## config.mk

```make
export PLATFORM = sky130hd
export DESIGN_NAME = text_line_render
export DESIGN_NICKNAME = d
export VERILOG_FILES = /design/src/rtl/text_render_pkg.sv /design/src/rtl/ascii_rom.sv /design/src/rtl/text_line_render.sv
export SDC_FILE = /design/constraint.sdc
export NUM_CORES = 1
export LEC_CHECK = 0
export ABC_CLOCK_PERIOD_IN_PS = 3000
export BUFFER_PORTS_ARGS = -buffer_cell sky130_fd_sc_hd__buf_4
export CAP_MARGIN = 25
export CORE_ASPECT_RATIO = 1.2
export CORE_MARGIN = 2
export CORE_UTILIZATION = 55
export DETAILED_ROUTE_END_ITERATION = 12
export GPL_TIMING_DRIVEN = 0
export PLACE_DENSITY = 0.77
export SYNTH_ARGS = -nofsm -noshare
export SYNTH_HDL_FRONTEND = slang
export SYNTH_SLANG_ARGS = --single-unit
```

## constraint.sdc

```tcl
create_clock -name clk -period 3 [get_ports clk]
set_clock_uncertainty 0.2 [all_clocks]
set_input_delay 0.3 -clock clk [delete_from_list [all_inputs] [get_ports clk]]
set_output_delay 0.3 -clock clk [all_outputs]
set_load 0.005 [all_outputs]
```

## src/rtl/text_render_pkg.sv

```systemverilog
// Shared constants, FSM state type and glyph helpers for the text line renderer.
package text_render_pkg;

    localparam int         CHAR_W      = 8;
    localparam int         CHAR_H      = 16;
    localparam logic [6:0] ASCII_SPACE = 7'h20;
    localparam logic [6:0] ASCII_BS    = 7'h08;
    localparam logic [6:0] ASCII_TILDE = 7'h7E;

    typedef enum logic {
        ST_CLEAR = 1'b0,
        ST_IDLE  = 1'b1
    } line_state_e;

    function automatic logic is_printable(input logic [6:0] code);
        return (code >= ASCII_SPACE) && (code <= ASCII_TILDE);
    endfunction

    // 'A' carries a real glyph; every other printable code shows a hollow box.
    function automatic logic [7:0] font_row(input logic [6:0] code, input logic [3:0] row);
        logic [7:0] bits;
        bits = 8'h00;
        if (code == 7'h41) begin
            case (row)
                4'd2:                      bits = 8'h10;
                4'd3:                      bits = 8'h38;
                4'd4:                      bits = 8'h6C;
                4'd7:                      bits = 8'hFE;
                4'd5, 4'd6, 4'd8, 4'd9,
                4'd10, 4'd11:              bits = 8'hC6;
                default:                   bits = 8'h00;
            endcase
        end else if ((code == ASCII_SPACE) || !is_printable(code)) begin
            bits = 8'h00;
        end else begin
            case (row)
                4'd2, 4'd13:               bits = 8'h7E;
                4'd3, 4'd4, 4'd5, 4'd6,
                4'd7, 4'd8, 4'd9, 4'd10,
                4'd11, 4'd12:              bits = 8'h42;
                default:                   bits = 8'h00;
            endcase
        end
        return bits;
    endfunction

endpackage

```

## src/rtl/ascii_rom.sv

```systemverilog
// Glyph ROM: address {code, row}, one registered row of 8 pixels, MSB leftmost.
module ascii_rom
    import text_render_pkg::*;
(
    input  logic        clk,
    input  logic [10:0] addr,
    output logic [7:0]  data
);

    // Synchronous read, one cycle of latency.
    always_ff @(posedge clk) begin
        data <= font_row(addr[10:4], addr[3:0]);
    end

endmodule

```

## src/rtl/text_line_render.sv

```systemverilog
// Single text line overlay: character cell buffer, write/clear FSM and pixel pipeline.
// Optional blinking underline cursor is built when TEXT_CURSOR_EN is defined.
module text_line_render
    import text_render_pkg::*;
#(
    parameter int         NUM_CHARS    = 16,
    parameter int         ORIGIN_X     = 192,
    parameter int         ORIGIN_Y     = 208,
    parameter logic [7:0] FG_COLOR     = 8'h0F,
    parameter logic [7:0] BG_COLOR     = 8'hFF,
    parameter int         BLINK_FRAMES = 30
) (
    input  logic                             clk,
    input  logic                             rst_n,
    input  logic                             video_on,
    input  logic [9:0]                       x,
    input  logic [9:0]                       y,
    input  logic                             char_valid,
    input  logic [6:0]                       char_data,
    output logic                             char_ready,
    input  logic                             clear,
    output logic [$clog2(NUM_CHARS+1)-1:0]   cursor_pos,
    output logic [7:0]                       rgb
);

    localparam int              CW       = $clog2(NUM_CHARS + 1);
    localparam int              IW       = $clog2(NUM_CHARS);
    localparam logic [CW-1:0]   CUR_FULL = CW'(NUM_CHARS);
    localparam logic [IW-1:0]   LAST_IDX = IW'(NUM_CHARS - 1);
    localparam logic [10:0]     X_LO     = 11'(ORIGIN_X);
    localparam logic [10:0]     X_HI     = 11'(ORIGIN_X + CHAR_W * NUM_CHARS);
    localparam logic [10:0]     Y_LO     = 11'(ORIGIN_Y);
    localparam logic [10:0]     Y_HI     = 11'(ORIGIN_Y + CHAR_H);

    line_state_e     state_r, state_nxt_s;
    logic [IW-1:0]   sweep_r, sweep_nxt_s;
    logic [CW-1:0]   cursor_r, cursor_nxt_s;
    logic            ready_r, ready_nxt_s;
    logic            accept_s;
    logic            wr_en_s;
    logic [IW-1:0]   wr_idx_s;
    logic [6:0]      wr_data_s;
    logic [6:0]      cells_r [NUM_CHARS];

    // Clear outranks a coincident write, so it blocks acceptance.
    assign accept_s   = char_valid && ready_r && !clear;
    assign char_ready = ready_r;
    assign cursor_pos = cursor_r;

    // Next-state, cell write port and ready decode.
    always_comb begin
        state_nxt_s  = state_r;
        sweep_nxt_s  = sweep_r;
        cursor_nxt_s = cursor_r;
        wr_en_s      = 1'b0;
        wr_idx_s     = sweep_r;
        wr_data_s    = ASCII_SPACE;
        if (clear) begin
            state_nxt_s  = ST_CLEAR;
            sweep_nxt_s  = '0;
            cursor_nxt_s = '0;
        end else begin
            case (state_r)
                ST_CLEAR: begin
                    wr_en_s = 1'b1;
                    if (sweep_r == LAST_IDX) begin
                        state_nxt_s = ST_IDLE;
                        sweep_nxt_s = '0;
                    end else begin
                        sweep_nxt_s = sweep_r + IW'(1);
                    end
                end
                ST_IDLE: begin
                    if (accept_s && is_printable(char_data)) begin
                        wr_en_s      = 1'b1;
                        wr_idx_s     = cursor_r[IW-1:0];
                        wr_data_s    = char_data;
                        cursor_nxt_s = cursor_r + CW'(1);
                    end else if (accept_s && (char_data == ASCII_BS) && (cursor_r != '0)) begin
                        wr_en_s      = 1'b1;
                        wr_idx_s     = IW'(cursor_r - CW'(1));
                        cursor_nxt_s = cursor_r - CW'(1);
                    end else begin
                        wr_en_s = 1'b0;
                    end
                end
                default: begin
                    state_nxt_s  = ST_CLEAR;
                    sweep_nxt_s  = '0;
                    cursor_nxt_s = '0;
                end
            endcase
        end
        ready_nxt_s = (state_nxt_s == ST_IDLE) && (cursor_nxt_s != CUR_FULL);
    end

    // Control state registers.
    always_ff @(posedge clk or negedge rst_n) begin
        if (!rst_n) begin
            state_r  <= ST_CLEAR;
            sweep_r  <= '0;
            cursor_r <= '0;
            ready_r  <= 1'b0;
        end else begin
            state_r  <= state_nxt_s;
            sweep_r  <= sweep_nxt_s;
            cursor_r <= cursor_nxt_s;
            ready_r  <= ready_nxt_s;
        end
    end

    // Cell storage; contents are rebuilt by the sweep after every reset.
    always_ff @(posedge clk) begin
        if (wr_en_s) begin
            cells_r[wr_idx_s] <= wr_data_s;
        end
    end

    logic            in_win_s;
    logic [IW+2:0]   x_off_s;
    logic [IW-1:0]   col_s;
    logic [7:0]      glyph_s;
    logic            cur_hit_s;

    assign in_win_s = ({1'b0, x} >= X_LO) && ({1'b0, x} < X_HI) &&
                      ({1'b0, y} >= Y_LO) && ({1'b0, y} < Y_HI);
    assign x_off_s  = (IW + 3)'({1'b0, x} - X_LO);
    assign col_s    = in_win_s ? x_off_s[IW+2:3] : '0;

    ascii_rom u_rom (
        .clk  (clk),
        .addr ({cells_r[col_s], y[3:0]}),
        .data (glyph_s)
    );

`ifdef TEXT_CURSOR_EN
    localparam int            BW         = $clog2(BLINK_FRAMES + 1);
    localparam logic [BW-1:0] BLINK_LAST = BW'(BLINK_FRAMES - 1);

    logic [BW-1:0] blink_cnt_r;
    logic          blink_phase_r;
    logic          frame_tick_s;

    assign frame_tick_s = (x == 10'd0) && (y == 10'd0);

    // Frame counter flipping the cursor phase every BLINK_FRAMES frames.
    always_ff @(posedge clk or negedge rst_n) begin
        if (!rst_n) begin
            blink_cnt_r   <= '0;
            blink_phase_r <= 1'b1;
        end else if (frame_tick_s) begin
            if (blink_cnt_r == BLINK_LAST) begin
                blink_cnt_r   <= '0;
                blink_phase_r <= ~blink_phase_r;
            end else begin
                blink_cnt_r <= blink_cnt_r + BW'(1);
            end
        end else begin
            blink_cnt_r <= blink_cnt_r;
        end
    end

    assign cur_hit_s = blink_phase_r && in_win_s && (cursor_r != CUR_FULL) &&
                       (CW'(col_s) == cursor_r) && (y[3:0] >= 4'd14);
`else
    assign cur_hit_s = 1'b0;
`endif

    logic       win_d1_r, cur_d1_r, von_d1_r;
    logic [2:0] xsub_d1_r;
    logic [7:0] pix_s;

    // Colour select for the pixel whose glyph row is leaving the ROM.
    always_comb begin
        pix_s = BG_COLOR;
        if (!von_d1_r) begin
            pix_s = 8'h00;
        end else if (win_d1_r && (glyph_s[3'd7 - xsub_d1_r] || cur_d1_r)) begin
            pix_s = FG_COLOR;
        end else begin
            pix_s = BG_COLOR;
        end
    end

    // Side-band stage aligned with the ROM, then the registered colour.
    always_ff @(posedge clk or negedge rst_n) begin
        if (!rst_n) begin
            win_d1_r  <= 1'b0;
            cur_d1_r  <= 1'b0;
            von_d1_r  <= 1'b0;
            xsub_d1_r <= 3'd0;
            rgb       <= 8'h00;
        end else begin
            win_d1_r  <= in_win_s;
            cur_d1_r  <= cur_hit_s;
            von_d1_r  <= video_on;
            xsub_d1_r <= x_off_s[2:0];
            rgb       <= pix_s;
        end
    end

endmodule
```

# Word-level counts from Yosys, hierarchy flattened
# Memory sizes are Yosys's and may differ from the RTL's.
# Index checks and enable logic that the tools add are counted.
[op_classes] n_lt_le_gt_ge=9 n_bitwise=1 n_addsub=5 reduce_logical=16 eq_ne=6 muxes=30
[op_table] operator="4-bit 2-to-1 mux" n=8
[op_table] operator="8-bit 2-to-1 mux" n=4
[op_table] operator="7-bit 2-to-1 mux" n=3
[op_table] operator="10-bit by 8-bit greater-or-equal comparator with 1-bit output (second input constant)" n=2
[op_table] operator="5-bit 2-to-1 mux" n=4
[op_table] operator="7-bit by 6-bit greater-or-equal comparator with 1-bit output (second input constant)" n=2
[op_table] operator="7-bit <= comparator (second input constant)" n=2
[op_table] operator="1-bit logical AND" n=12
[op_table] operator="10-bit by 8-bit < comparator with 1-bit output (second input constant)" n=1
[op_table] operator="10-bit by 9-bit < comparator with 1-bit output (second input constant)" n=1
[op_table] operator="1-bit 2-to-1 mux" n=9
[op_table] operator="7-bit by 4-bit equality test with 1-bit output (second input constant)" n=1
[op_table] operator="7-bit by 6-bit equality test with 1-bit output (second input constant)" n=1
[op_table] operator="7-bit equality test (second input constant)" n=1
[op_table] operator="7-bit subtractor (second input constant)" n=1
[op_table] operator="5-bit by 1-bit adder with 5-bit output (second input constant)" n=1
[op_table] operator="5-bit inequality test (second input constant)" n=1
[op_table] operator="5-bit nonzero test" n=1
[op_table] operator="5-bit by 1-bit subtractor with 5-bit output (second input constant)" n=1
[op_table] operator="4-bit by 1-bit adder with 4-bit output (second input constant)" n=1
[op_table] operator="4-bit equality test (second input constant)" n=1
[op_table] operator="3-bit by 4-bit < comparator with 1-bit output (second input constant)" n=1
[op_table] operator="1-bit binary-select mux with 3-bit select" n=1
[op_table] operator="3-bit subtractor (first input constant)" n=1
[op_table] operator="other kinds (5)" n=6
[word_totals] romBits=208 word_cells=79 regBits=32 ramBits=112 mem_count=3
[memory_table] memory="(name not given)" depth=16 word_bits=7 rd=1 rd_ports_with_merged_regs=0 wr=0 line="text_render_pkg.sv:24" rtl="case (row)"
[memory_table] memory="cells_r" depth=16 word_bits=7 rd=1 rd_ports_with_merged_regs=0 wr=1 line="text_line_render.sv:43" rtl="logic [6:0] cells_r [NUM_CHARS];"
[memory_table] memory="(name not given)" depth=16 word_bits=6 rd=1 rd_ports_with_merged_regs=0 wr=0 line="text_render_pkg.sv:36" rtl="case (row)"

# Depth between registers and ports, before layout
# An unclocked memory read counts as a cell.
[logic_depth] depth_word=12 ltp_mapped=13 depth_no_buf=11

# Hierarchy
# A second synthesis with hierarchy kept.
[unflattened] cells_unflattened=439 hier_area_um2=6187.2
[modules_own_cells] mod="text_line_render" instances=1 area_per_inst_um2=5776.8 cells_each=391
[modules_own_cells] mod="ascii_rom" instances=1 area_per_inst_um2=410.4 cells_each=48

# Worst setup path after synthesis
# OpenSTA, ideal clock, no wires.
[synth_path] path_type="register -> register" start="register cursor_r[0], in the netlist cursor_pos[0]" end="memory cells_r[0][0] (enable)" synth_period_minus_slack_ps=3238 slack_ps=-238 required_ps=2440 arrival_time_ps=2678 n_path_buf=2 setup_ps=360 path_stages_with_launch=14 cell_sequence="dfrtp_1 > clkbuf_1 > inv_1 > ha_1 > inv_1 > or3_1 > nor2_1 > or2_1 > clkbuf_1 > nor2_1 > nor3_1 > o32a_1 > or2_2 > nor2_1"
[synth_via] elab_chain_cells=8
[synth_lines] element="start, declared" line="text_line_render.sv:37" rtl="logic [CW-1:0] cursor_r, cursor_nxt_s;"
[synth_lines] element="start signal, assigned" line="text_line_render.sv:107" rtl="cursor_r <= cursor_nxt_s;"
[synth_lines] element="5-bit nonzero test" line="text_line_render.sv:79" rtl="end else if (accept_s && (char_data == ASCII_BS) && (cursor_r != '0)) begin"
[synth_lines] element="1-bit logical AND" line="text_line_render.sv:79"
[synth_lines] element="1-bit 2-to-1 mux" line="text_line_render.sv:79"
[synth_lines] element="1-bit 2-to-1 mux" line="text_line_render.sv:74" rtl="if (accept_s && is_printable(char_data)) begin"
[synth_lines] element="1-bit one-hot mux with 2 select lines" line="text_line_render.sv:63" rtl="case (state_r)"
[synth_lines] element="1-bit 2-to-1 mux" line="text_line_render.sv:58" rtl="if (clear) begin"
[synth_lines] element="1-bit 2-to-1 mux" line="text_line_render.sv:114" rtl="if (wr_en_s) begin"
[synth_lines] element="1-bit 2-to-1 mux (not written as such)" line="text_line_render.sv:115" rtl="cells_r[wr_idx_s] <= wr_data_s;"
[synth_lines] element="end, declared" line="text_line_render.sv:43"
# Several ways; a longest one is shown, not always the timed one.

# Final worst setup path
[layout_path] start="register cursor_r[1], in the netlist cursor_pos[1]" end="memory cells_r[13][3] (enable)"
# The elaborated chain is that of the path after synthesis.

==> results.toml <==
[grt]
overflow = 0
grt_usage = 0.2822
grt_pass1_vias = 5012
antenna_found_initial = 0
grt_first_pass_wirelength_um = 26850
grt_start_max_net_pins = 19

[drt]
drtIter0Drc = 593
dr.pass1.iters = 5
vias = 5168
drtAntennaViolNets = 0
wirelength_um = 18140
avgViaCountPerCell = 6.476
routedWlPerCell_um = 22.73
post-route-drc-count = 0

[pwr]
switching_share = 0.2226
power_frac_comb = 0.069
ir_drop_v = 0.0003856
clock_power_share = 0.469
p_per_area_nw_per_um2 = 536.9
internal_power_mw = 3.478
seqPwrFrac = 0.462
p_leak_nw = 3.192
switching_power_mw = 0.9958

[floorplan]
start_util = 0.5665
die_h_um = 123.6
coreArea_um2 = 11570
die_x_um = 103.6
ioPinCount = 46
std_cell_rows = 43
die_area_um2 = 12810

[layout]
drive_gt1_frac = 0.3245
nets = 669
antenna_cells = 0
final_area_um2 = 8332
final_core_util = 0.7203
finalNonFillerCells = 798
area.growth.synth_to_final_pct = 27.15

[synthesis]
synth-async-reset-ratio = 0.1324
yosysMostFrequentCell = "edfxtp_1"
synth_area_leaders = "edfxtp_1 51%, dfrtp_1 6.9%, mux2i_1 3.8%, nor2_1 3.0%, nand2_1 2.3%"
synth_top_area_cell = "edfxtp_1"
synth_common_cells = "112 x edfxtp_1, 52 x nor2_1, 40 x nand2_1"
synth_top_area_share = 0.5133
yosys.cell_types.count = 82
syn_area_um2 = 6553
synth.avg_cell_area_um2 = 12.39
ys_ff_latch = 136
synth_edf_count = 112
synthFlopType = "edfxtp_1"
yosys_warnings = 0
syn_nets = 570
ys_seq_area_frac = 0.6003
netlist_instances = 529

[sta]
period_share = 0.9985
slew_violations = 0
fmaxAchievable_ghz = 0.3338
final_hold_viol_count = 0
relSlewSlack = 0.5303
worst_slack_ps = 4.464
worst_slew_pin_slew_ps = 704.6
rsz0062_at_grt = "true"
finalSetupViolCount = 0
min_period_ps = 2996

[cts]
cts-buffers-inserted = 17
root_buffer = "clkbuf_16"
clkTransAtPathRegs_ps = 60
clock_tree.buffer_depth = 2
htreeDepth = 4
clock_latency_ps = 420
cts_sinks = 136
cts_tree = "done"

[setup_path]
endpoint = "cells_r[13][3]"
reg2reg_depth = 14
r2r_start = "cursor_pos[1]"
cp.arrival_ps = 2980
end_kind = "flop"
critical_path.startpoint = "cursor_pos[1]"
critical_path_class = "reg -> reg"
crit_fanout = 7
worstPathRequired_ps = 2990
worstReg2RegEnd = "cells_r[13][3]"
crit_path_start_kind = "flop"
reg2reg_slack_ps = 4

[placement]
io_buffers = 44
place_hpwl_um = 11510
gp_congestion = 0.9668
placed_cells = 730
placed_area_um2 = 7122
pre_cts_slack_ps = -705.4

[hold_path]
holdCritPathClass = "in -> reg"

[outcome]
outcome = "finished, final reports clean"

[flow_run]
maxCapViolCount = 0
==> per-stage QoR <==
| step | hold WS (ps) | setup TNS, ps | power, mW |
|---|---|---|---|
| 4_1_cts | 35.92 | 0 | 4.456 |
| 5_1_grt | 61.59 | -3693 | 4.582 |
| 3_3_place_gp | -19.16 | -48620 | 2.355 |
| 2_1_floorplan | -195.6 | 0 | 2.257 |
| 6_report | 50.38 | 0 | 4.474 |
| 3_5_place_dp | -13.22 | -56710 | 2.365 |
==> power by group through the flow <==
stage / logic [mW] / registers [mW] / clock network (mW)
floorplan: 0.158 / 2.10 / 0
global placement: 0.254 / 2.10 / 0
detailed placement: 0.261 / 2.10 / 0
CTS: 0.291 / 2.07 / 2.10
global route: 0.328 / 2.07 / 2.19
finish: 0.309 / 2.07 / 2.10
==> worst min-delay path by stage <==
stage / start / endpoint / cells after the start
2_1_floorplan: rst_n / char_ready / 0
3_3_place_gp: rst_n / rgb[6] / 1
3_5_place_dp: rst_n / xsub_d1_r[0] / 1
4_1_cts: y[2] / u_rom.data[6] / 4
5_1_grt: y[1] / u_rom.data[4] / 3
6_report: y[1] / u_rom.data[4] / 3
==> cells by family (layout without fill, tap and decap cells) <==
family / after synthesis / after routing / share of synthesized area
adders and majority gates: 9 / 9 / 0.01719
buffers and inverters: 48 / 160 / 0.03838
DFF: 136 / 136 / 0.6003
AOI/OAI and AO/OA: 126 / 126 / 0.1430
xor gates and xnor gates: 3 / 3 / 0.004011
muxes: 35 / 35 / 0.06053
and+or+nand+nor: 172 / 172 / 0.1365
==> flip-flops by register name, indices dropped and copies added, names as in the netlist <==
signal      flops
u_rom.data      6
win_d1_r        1
char_ready      1
cursor_pos      5
rgb             2
cells_r       112
xsub_d1_r       3
sweep_r         4
von_d1_r        1
state_r         1
==> timing repair <==
action | 4_1_cts | 5_1_grt
setup buffers | 16 | 17
endpoints found under the setup margin | 113 | 118
hold buffers | 6 | 0
pin swaps | 16 | 15
endpoints found under the hold margin | 25 | 0
gates resized for setup | 35 | 28
==> per-layer routing <==
layer  global-route usage  vias to the layer above  wire length (µm)
li1                     -                     2240                 -
met1               0.3110                     2477              6198
met2               0.4934                      336              9245
met3              0.07222                      115              1478
met4               0.1791                        0              1214
met5                    0                        -                 0
==> layout by cell type (no fill, tap or decap), types with 11 or more instances in the layout <==
| master | n |
|---|---|
| edfxtp_1 | 112 |
| buf_4 | 76 |
| nand2_1 | 34 |
| nor2_1 | 32 |
| a21oi_1 | 29 |
| mux2i_1 | 25 |
| clkbuf_16 | 21 |
| nor2_4 | 19 |
| dfrtp_1 | 16 |
| o21ai_0 | 14 |
| o22ai_1 | 11 |
==> cell type report <==
cell class,instances,area (µm²)
clock buffer,23,546.8
multi-input combinational,345,2615
sequential,136,3936
inverter,14,57.56
fill,717,3236
buffer,30,183.9
clock inverter,9,67.56
timing repair buffer,84,728.2
tap,157,196.4
==> worst max-delay path, cell delays in order (launching register included) <==
cell and delay [ps]:
dfrtp_2 460, inv_4 80, ha_4 140, inv_2 40, or3_4 380, nor2_4 130, buf_6 110, nor2_4 40
o21a_4 230, o22a_1 240, buf_4 160, buf_4 130, nand2_2 180, nor2_4 70, buf_12 150
Power figures use the tool's default switching activity.
